$ cat config.mk
export PLATFORM = sky130hd
export DESIGN_NAME = pdm_pcm_decimator
export DESIGN_NICKNAME = d
export VERILOG_FILES = /design/src/rtl/pdm_audio_pkg.sv /design/src/rtl/pcm_sample_fifo.sv /design/src/rtl/pdm_pcm_decimator.sv
export SDC_FILE = /design/constraint.sdc
export NUM_CORES = 1
export LEC_CHECK = 0
export ABC_AREA = 1
export CAP_MARGIN = 10
export CORE_ASPECT_RATIO = 2
export CORE_MARGIN = 2
export CORE_UTILIZATION = 50
export CTS_CLUSTER_DIAMETER = 200
export DETAILED_ROUTE_END_ITERATION = 10
export GPL_ROUTABILITY_DRIVEN = 0
export GPL_TIMING_DRIVEN = 0
export PLACE_DENSITY = 0.75
export SLEW_MARGIN = 20
export SYNTH_ARGS = -nofsm -noshare
export SYNTH_HDL_FRONTEND = slang
export SYNTH_SLANG_ARGS = --single-unit
export TNS_END_PERCENT = 30
$ cat constraint.sdc
create_clock -name HCLK -period 8.4 [get_ports HCLK]
set_input_delay 1.68 -clock HCLK [delete_from_list [all_inputs] [get_ports HCLK]]
set_output_delay 1.68 -clock HCLK [all_outputs]
set_load 0.03 [all_outputs]
$ cat src/rtl/pdm_audio_pkg.sv
// Shared constants and helpers for the PDM microphone audio path.
package pdm_audio_pkg;

  localparam int unsigned PDM_WORD_WIDTH = 16;
  localparam int unsigned PCM_WIDTH      = 16;

  // Ceiling log2; clog2(1) = 0.
  function automatic int unsigned clog2(input int unsigned value);
    int unsigned r;
    r = 0;
    while ((64'd1 << r) < 64'(value)) begin
      r++;
    end
    return r;
  endfunction

  localparam int unsigned PDM_CNT_WIDTH = clog2(PDM_WORD_WIDTH) + 1;

  // Number of ones in a PDM word (0..PDM_WORD_WIDTH).
  function automatic logic [PDM_CNT_WIDTH-1:0] popcount(input logic [PDM_WORD_WIDTH-1:0] word);
    logic [PDM_CNT_WIDTH-1:0] n;
    n = '0;
    for (int i = 0; i < int'(PDM_WORD_WIDTH); i++) begin
      n += PDM_CNT_WIDTH'(word[i]);
    end
    return n;
  endfunction

  // Clamp a signed value into the range of a width-bit two's-complement number.
  function automatic int sat_signed(input int value, input int unsigned width);
    int max_v;
    int min_v;
    max_v = (1 << (width - 1)) - 1;
    min_v = -(1 << (width - 1));
    if (value > max_v) begin
      return max_v;
    end else if (value < min_v) begin
      return min_v;
    end
    return value;
  endfunction

endpackage

$ cat src/rtl/pcm_sample_fifo.sv
// Synchronous PCM sample FIFO with a registered head-of-queue output.
module pcm_sample_fifo import pdm_audio_pkg::*; #(
  parameter int unsigned WIDTH = PCM_WIDTH,
  parameter int unsigned DEPTH = 8
) (
  input  logic                  HCLK,
  input  logic                  HRESETn,
  input  logic                  clr,
  input  logic                  push,
  input  logic                  pop,
  input  logic [WIDTH-1:0]      wdata,
  output logic [WIDTH-1:0]      rdata,
  output logic                  full,
  output logic                  empty,
  output logic [clog2(DEPTH):0] level
);

  localparam int unsigned PTR_W = clog2(DEPTH);
  localparam int unsigned LVL_W = PTR_W + 1;

  logic [WIDTH-1:0] mem_q [DEPTH];
  logic [PTR_W-1:0] rptr_q, wptr_q, rptr_nxt;
  logic [LVL_W-1:0] count_q, count_d;
  logic [WIDTH-1:0] head_q, head_d;
  logic             do_push, do_pop;

  assign full     = (count_q == LVL_W'(DEPTH));
  assign empty    = (count_q == '0);
  assign level    = count_q;
  assign rdata    = head_q;
  assign rptr_nxt = rptr_q + PTR_W'(1);

  // A push on full is accepted only when a pop frees a slot in the same cycle.
  assign do_pop  = pop & ~empty;
  assign do_push = push & (~full | do_pop);

  // Next level and next head value; the head follows the incoming word when the
  // FIFO is (or is about to become) empty, otherwise the next stored entry.
  always_comb begin
    count_d = count_q;
    unique case ({do_push, do_pop})
      2'b10:   count_d = count_q + LVL_W'(1);
      2'b01:   count_d = count_q - LVL_W'(1);
      default: count_d = count_q;
    endcase

    head_d = head_q;
    if (do_pop && (count_q > LVL_W'(1))) begin
      head_d = mem_q[rptr_nxt];
    end else if (do_push && (empty || (do_pop && (count_q == LVL_W'(1))))) begin
      head_d = wdata;
    end
  end

  // Storage array; contents need no reset because only occupied slots are read.
  always_ff @(posedge HCLK) begin
    if (do_push) begin
      mem_q[wptr_q] <= wdata;
    end
  end

  // Pointers, level and head register.
  always_ff @(posedge HCLK or negedge HRESETn) begin
    if (!HRESETn) begin
      rptr_q  <= '0;
      wptr_q  <= '0;
      count_q <= '0;
      head_q  <= '0;
    end else if (clr) begin
      rptr_q  <= '0;
      wptr_q  <= '0;
      count_q <= '0;
      head_q  <= '0;
    end else begin
      if (do_push) wptr_q <= wptr_q + PTR_W'(1);
      if (do_pop)  rptr_q <= rptr_nxt;
      count_q <= count_d;
      head_q  <= head_d;
    end
  end

endmodule

$ cat src/rtl/pdm_pcm_decimator.sv
// PDM word popcount + boxcar decimator producing signed PCM into a small FIFO.
module pdm_pcm_decimator import pdm_audio_pkg::*; #(
  parameter int unsigned IN_WIDTH         = PDM_WORD_WIDTH,
  parameter int unsigned WORDS_PER_SAMPLE = 4,
  parameter int unsigned OUT_WIDTH        = PCM_WIDTH,
  parameter int unsigned FIFO_DEPTH       = 8
) (
  input  logic                       HCLK,
  input  logic                       HRESETn,
  input  logic                       EN,
  input  logic                       in_valid,
  input  logic [IN_WIDTH-1:0]        in_data,
  output logic                       out_valid,
  input  logic                       out_ready,
  output logic [OUT_WIDTH-1:0]       out_data,
  output logic [clog2(FIFO_DEPTH):0] fifo_level,
  output logic                       overflow,
  input  logic                       clr_ovf
);

  // L: log2 of the number of PDM bits per PCM sample.
  localparam int unsigned L      = clog2(IN_WIDTH * WORDS_PER_SAMPLE);
  localparam int unsigned SUM_W  = L + 1;
  localparam int unsigned PC_W   = clog2(IN_WIDTH) + 1;
  localparam int unsigned WCNT_W = (WORDS_PER_SAMPLE > 1) ? clog2(WORDS_PER_SAMPLE) : 1;
  localparam logic [WCNT_W-1:0] LAST_WORD = WCNT_W'(WORDS_PER_SAMPLE - 1);

  logic                 in_valid_q;
  logic                 discard_q;
  logic                 word_edge;
  logic [IN_WIDTH-1:0]  word_q;
  logic                 c0_vld_q;
  logic [PC_W-1:0]      pc_q;
  logic                 c1_vld_q;
  logic [SUM_W-1:0]     acc_q, sum_d;
  logic [WCNT_W-1:0]    wcnt_q;
  logic [OUT_WIDTH-1:0] pcm_q, pcm_d;
  logic                 pcm_stb_q;
  logic                 overflow_q;
  int                   centered;

  logic fifo_push, fifo_pop, fifo_full, fifo_empty, drop;

  assign word_edge = in_valid & ~in_valid_q;

  // Sum of the pending accumulation plus the current word, centred and scaled to PCM.
  always_comb begin
    sum_d    = acc_q + SUM_W'(pc_q);
    centered = int'(sum_d) - (1 << (L - 1));
    pcm_d    = OUT_WIDTH'(sat_signed(centered <<< (OUT_WIDTH - L), OUT_WIDTH));
  end

  // Edge capture, popcount stage and accumulator; EN low clears like reset.
  always_ff @(posedge HCLK or negedge HRESETn) begin
    if (!HRESETn) begin
      in_valid_q <= 1'b0;
      discard_q  <= 1'b1;
      word_q     <= '0;
      c0_vld_q   <= 1'b0;
      pc_q       <= '0;
      c1_vld_q   <= 1'b0;
      acc_q      <= '0;
      wcnt_q     <= '0;
      pcm_q      <= '0;
      pcm_stb_q  <= 1'b0;
    end else if (!EN) begin
      in_valid_q <= 1'b0;
      discard_q  <= 1'b1;
      word_q     <= '0;
      c0_vld_q   <= 1'b0;
      pc_q       <= '0;
      c1_vld_q   <= 1'b0;
      acc_q      <= '0;
      wcnt_q     <= '0;
      pcm_q      <= '0;
      pcm_stb_q  <= 1'b0;
    end else begin
      in_valid_q <= in_valid;
      // The deserializer emits one stale word on enable; drop the first edge.
      c0_vld_q   <= word_edge & ~discard_q;
      if (word_edge) begin
        discard_q <= 1'b0;
        word_q    <= in_data;
      end
      pc_q      <= PC_W'(popcount(PDM_WORD_WIDTH'(word_q)));
      c1_vld_q  <= c0_vld_q;
      pcm_stb_q <= 1'b0;
      if (c1_vld_q) begin
        if (wcnt_q == LAST_WORD) begin
          acc_q     <= '0;
          wcnt_q    <= '0;
          pcm_q     <= pcm_d;
          pcm_stb_q <= 1'b1;
        end else begin
          acc_q  <= sum_d;
          wcnt_q <= wcnt_q + WCNT_W'(1);
        end
      end
    end
  end

  assign fifo_pop  = ~fifo_empty & out_ready;
  assign fifo_push = pcm_stb_q & EN;
  assign drop      = fifo_push & fifo_full & ~fifo_pop;

  // Sticky overflow survives EN low; a new drop wins over clr_ovf.
  always_ff @(posedge HCLK or negedge HRESETn) begin
    if (!HRESETn) begin
      overflow_q <= 1'b0;
    end else begin
      overflow_q <= drop | (overflow_q & ~clr_ovf);
    end
  end

  pcm_sample_fifo #(
    .WIDTH (OUT_WIDTH),
    .DEPTH (FIFO_DEPTH)
  ) u_fifo (
    .HCLK    (HCLK),
    .HRESETn (HRESETn),
    .clr     (~EN),
    .push    (fifo_push),
    .pop     (fifo_pop),
    .wdata   (pcm_q),
    .rdata   (out_data),
    .full    (fifo_full),
    .empty   (fifo_empty),
    .level   (fifo_level)
  );

  assign out_valid = ~fifo_empty;
  assign overflow  = overflow_q;

endmodule

==> results of run 1 <==
where the power goes:
part	switching (W)	total, W	internal (W)
Combinational	0.000384	0.000619	0.000235
Clock	0.000267	0.000735	0.000468
Sequential	0.0000330	0.000660	0.000627
cell usage in the layout (no fill, tap or decap), types with 4 or more instances in the layout:
cell type        synthesis  layout
edfxtp_1                56      56
o21ai_0                 27      27
dfrtp_1                 59      59
or2_2                    4       4
nand2_1                153     153
ha_1                    16      16
inv_1                   55      55
clkbuf_1                 6       6
buf_4                   10      11
nor2_1                  15      15
inv_6                    0       4
nand3_1                106     106
clkbuf_16                0      17
a21oi_1                  7       7
nand4_1                 12      12
fa_1                    11      11
buf_2                    8       8
clkdlybuf4s50_1          0      42
through the flow:
stage                     std cells  total power (W)  hold WS [ns]    util
after floorplan                 573         0.001073        0.4126       -
after CTS                       789         0.002021        0.4407  0.6254
final                           789         0.002015        0.4373  0.6254
after global placement          756         0.001267        0.4223  0.5679
after global routing            789         0.002106        0.4698  0.6254
after detailed placement        757         0.001283        0.4272  0.5702
state kept, by name (all words and copies together) (netlist names):
signal	count
acc_q	7
u_fifo.rdata	7
u_fifo.mem_q	56
c1_vld_q	1
in_valid_q	1
word_q	16
overflow	1
pc_q	5
pcm_stb_q	1
wcnt_q	2
discard_q	1
u_fifo.wptr_q	3
u_fifo.level	4
c0_vld_q	1
u_fifo.rptr_q	3
pcm_q	7
kinds of logic after synthesis:
group | share of synthesized area
adder cells (fa/ha/maj) | 0.07493
AND/OR/NAND/NOR | 0.2384
buffers and inverters | 0.06780
flip-flops | 0.5676
AO/OA/AOI/OAI | 0.04215
XOR/XNOR | 0.009146
layout make-up:
cell class	count	area (um^2)	area share
plain buffers	27	163.9	0.02394
clock buffers	17	425.4	0.06215
clock inverters	15	178.9	0.02614
inverters	57	216.5	0.03162
multi-input cells	373	2046	0.2988
flip-flops and latches	116	3184	0.4652
well taps	140	175.2	0.02559
repair buffers	44	455.4	0.06653
metal layers:
metal  wire, um  vias up
li1           -     2039
met2       7532      126
met5          0        -
met4        657        0
met1       4548     2020
met3        385       39
Yosys cell counts, drive strengths merged:
| master | n |
|---|---|
| nand3 | 107 |
| a22o | 1 |
| ha | 16 |
| nor2 | 19 |
| inv | 57 |
| nand2 | 155 |
| edfxtp | 56 |
| a22oi | 1 |
| xnor2 | 2 |
| buf | 21 |
| nor3 | 1 |
| a21oi | 8 |
| fa | 11 |
| a21boi | 1 |
| or2 | 4 |
| a31oi | 1 |
| o21ai | 28 |
| o21a | 1 |
| clkbuf | 6 |
| dfstp | 1 |
| o31ai | 2 |
| dfrtp | 59 |
| xor2 | 3 |
| nand4 | 12 |
worst max path at each step:
stage,to,depth (start not counted),startpoint
final,out_valid,4,u_fifo.level[0]
after global routing,out_valid,4,u_fifo.level[0]
after CTS,out_valid,4,u_fifo.level[0]
after detailed placement,u_fifo.mem_q[6][15],6,EN
after global placement,pcm_q[9],1,HRESETn
after floorplan,pc_q[2],10,word_q[0]
worst max-delay path, delay by kind of cell, from the launching register on:
kind	cells	cell delay, ns
adders and majority gates	1	0.30
buffers and inverters	2	0.83
DFF	1	0.44
and+or+nand+nor	1	0.12
==> flow_metrics.tcl, run 1 <==
set metrics [dict create \
    htree_levels 4 \
    synth.top_cells.by_area "edfxtp_1 (30%), dfrtp_1 (26%), nand2_1 (10%)" \
    path_cells "inv_1 > ha_1 > nand2_4 > clkdlybuf4s50_1" \
    skew_ns 0.008292 \
    path_max_fanout 5 \
    relSlewSlack 0.5128 \
    slew_viol_final 0 \
    drt_iter0_markers 207 \
    cts_made_buffers 17 \
    drtPass1Iterations 5 \
    design_area_mm2 0.006845 \
    overflow 0 \
    drive_above_1_share 0.1063 \
    core_mm2 0.01095 \
    areaGrowthSynthToFinish_pct 22.01 \
    num_rows 54 \
    fmax_ghz 0.2644 \
    diodes 0 \
    wl_um 13120 \
    r2r_end "pc_q[2]" \
    use_met1 0.2205 \
    grt_max_degree 49 \
    cts.sinks 116 \
    wl_per_cell_um 16.63 \
    worst_slew_pin_slew_ns 0.7232 \
    cp-end-kind "output port" \
    antenna_found_initial 0 \
    maxCapViolCount 0 \
    crit_required_ns 6.72 \
    worstHoldPathType "register to register" \
    yosysTopAreaCell "edfxtp_1" \
    grt_pass1_wl_um 21180 \
    slowest_delay_ns 0.69 \
    viasPerCell 5.354 \
    nFillCells 890 \
    hold_path_depth 2 \
    crit_arrival_ns 2.10 \
    dieArea_mm2 0.01214 \
    clk_pin_slew_ns 0.05 \
    reg2regPathDepth 10 \
    post_cts_resized 0 \
    r2r_slack_ns 4.92 \
    start_util 0.5126 \
    yosysSeqAreaShare 0.5676 \
    hold_start "c0_vld_q" \
    ir_drop_mv 0.1854 \
    syn_nets 622 \
    synthCells 573 \
    antenna_left 0 \
    grt_usage 0.2323 \
    yosysWarnings 0 \
    hpwlAfterDp_um 9717 \
    syn_area_per_cell_um2 9.791 \
    worst_hold_path.endpoint "c1_vld_q" \
    synth-seq-cells 116 \
    grt_util_met3 0.04284 \
    grt_pass1_vias 4499 \
    drcViolationCount 0 \
    grt_util_met2 0.4392 \
    post_dp_cell_area_mm2 0.006241 \
    power_density_mw_per_mm2 294.3 \
    postCtsHoldBufs 0 \
    crit_type "register to output port" \
    layout_setup_ws_ns 4.618 \
    die-width_um 78.90 \
    worstReg2RegStart "word_q[0]" \
    finalHoldViolCount 0 \
    min_period_ns 3.782 \
    synth_top_area_share 0.2997 \
    power.leakage_nw 3.114 \
    start_kind "register" \
    die_y_um 153.8 \
    io_pins 44 \
    io_buffer_count 43 \
    tns_ns 0 \
    cts_tree "done" \
    grt_busiest_layer "met2" \
    clock_latency_ns 0.41 \
    rsz0062_at_grt "no" \
    syn_area_mm2 0.005610 \
    pre_cts_ws_ns 4.430 \
    vias 4224 \
    cts_max_path_buffers 2 \
    nets 685 \
    cts_setup_buffers 0 \
    layout_worst_path_cycle_share 0.4503 \
    status "finished clean" \
    critPathSlowestCell "clkdlybuf4s50_1" \
    synth.distinct_cells 36 \
    clockRootBuffer "clkbuf_16" \
    setup_violations 0 \
]
Note: power is estimated with default switching activity, not from simulation.
==> run 2, diff against run 1 <==
Clock period 8.4 ns to 3.5 ns, I/O delays scaled along.
==> run 2 against run 1 <==
Compared with the run above: worst setup slack got worse by 4.5 ns; clock-buffer cell count unchanged; final cell count stayed put; core utilization hardly changed; sequential cell count did not move; non-clock buffer count unchanged; via count up 1.4%; critical path depth up 6; die area did not move; wire length increased by 0.11%; largest cell class unchanged.
==> flow_metrics.tcl, run 2 (same netlist as run 1, synthesis figures left out) <==
set metrics [dict create \
    slowest_delay_ns 0.58 \
    critPathBufInv 3 \
    grt_usage 0.2326 \
    hold_ws_ns 0.1421 \
    largest_register "u_fifo.mem_q" \
    layout_common_cells "nand2_1 (153), nand3_1 (106), dfrtp_1 (59)" \
    io_buffer_count 43 \
    crit_type "register to register" \
    finalHoldViolCount 0 \
    worstHoldPathType "input pin to asynchronous set/reset pin" \
    cts.sinks 116 \
    worst_slew_pin_slew_ns 0.7159 \
    setup_violations 0 \
    postCtsHoldBufs 0 \
    grt_pass1_wl_um 21180 \
    largest_reg_flops 56 \
    drcViolationCount 0 \
    cts_setup_buffers 0 \
    crit_path_frequent_cell "fa_1" \
    skew_ns 0.007580 \
    critPathSlowestCell "fa_1" \
    diodes 0 \
    start_kind "register" \
    drive_above_1_share 0.1079 \
    cts_max_path_buffers 2 \
    status "finished clean" \
    slew_viol_final 0 \
    fmax_ghz 0.2953 \
    post_dp_cell_area_mm2 0.006241 \
    cts_tree "done" \
    grt_pass1_vias 4500 \
    overflow 0 \
    crit_arrival_ns 3.74 \
    power.leakage_nw 3.125 \
    die-width_um 78.90 \
    min_period_ns 3.387 \
    layout_worst_path_cycle_share 0.9677 \
    drt_iter0_markers 229 \
    layout.cells.non_filler 789 \
    path_cells "inv_1 > fa_1 > fa_1 > fa_1 > fa_1 > inv_1 > ha_1 > fa_2 > nand2_1 > inv_1" \
    total_power_w 0.004813 \
    cts_made_buffers 17 \
    crit_required_ns 3.85 \
    clockRootBuffer "clkbuf_16" \
    relSlewSlack 0.5177 \
    nets 685 \
    final_common_cell "nand2_1" \
    areaGrowthSynthToFinish_pct 22.06 \
    grt_max_degree 49 \
    cp-end-kind "register" \
    path_max_fanout 2 \
    wl_per_cell_um 16.65 \
    clock_latency_ns 0.41 \
    dp.cells 757 \
    antenna_left 0 \
    viasPerCell 5.427 \
    reg.largest.list "u_fifo.mem_q (56), word_q (16)" \
    clk_pin_slew_ns 0.06 \
    die_y_um 153.8 \
    core_mm2 0.01095 \
    ir_drop_mv 0.4446 \
    pre_cts_ws_ns 0.07500 \
    drtPass1Iterations 5 \
    nFillCells 891 \
    vias 4282 \
    start_util 0.5126 \
    antenna_found_initial 0 \
    post_cts_resized 0 \
    io_pins 44 \
    maxCapViolCount 0 \
    power_density_mw_per_mm2 702.9 \
    num_rows 54 \
    design_area_mm2 0.006848 \
    htree_levels 4 \
    layout_setup_ws_ns 0.1130 \
    dieArea_mm2 0.01214 \
    hpwlAfterDp_um 9717 \
    critPathTopFamily "adder cells" \
    wl_um 13140 \
]
-- run 2: cell types whose count changed in the layout (fill, tap and decap cells not counted) --
cell,previous run,this run
fa_1,11,10
o21ai_0,27,26
fa_2,0,1
o21ai_1,1,2
-- run 2: cell type report --
cell class	instances	area, um^2	area share
multi-input cells	373	2048	0.2991
clock inverters	15	178.9	0.02613
repair buffers	44	455.4	0.06651
clock buffers	17	425.4	0.06212
flip-flops and latches	116	3184	0.4650
well taps	140	175.2	0.02558
plain buffers	27	163.9	0.02394
inverters	57	216.5	0.03161
-- run 2: layer usage --
layer | wire, um | up-vias | GRT usage
met3 | 386 | 41 | 0.04636
met4 | 688 | 0 | 0.1453
met1 | 4513 | 2071 | 0.2205
met5 | 0 | - | 0
met2 | 7549 | 127 | 0.4392
li1 | - | 2043 | -
-- run 2: worst paths after layout --
check                          start         endpoint  slack, ns  depth (start not counted)
setup / recovery           word_q[3]          pc_q[1]       0.11                         10
hold / removal               HRESETn  u_fifo.level[3]       0.14                          1
setup reg to reg           word_q[3]          pc_q[1]       0.11                         10
hold reg to reg             c0_vld_q         c1_vld_q       0.44                          2
max in group asynchronous    HRESETn        discard_q       2.81                          2
min in group HCLK           c0_vld_q         c1_vld_q       0.44                          2
-- run 2: metrics by stage --
| step | utilization | TNS (ns) |
|---|---|---|
| floorplan | - | 0 |
| global placement | 0.5679 | -4.654 |
| CTS | 0.6254 | 0 |
| finish | 0.6256 | 0 |
| detailed placement | 0.5702 | 0 |
| global route | 0.6256 | -0.0006253 |
-- run 2: power breakdown --
part	internal [W]	switching, W
combinational	0.000553	0.000911
sequential	0.00150	0.0000794
clock	0.00112	0.000642
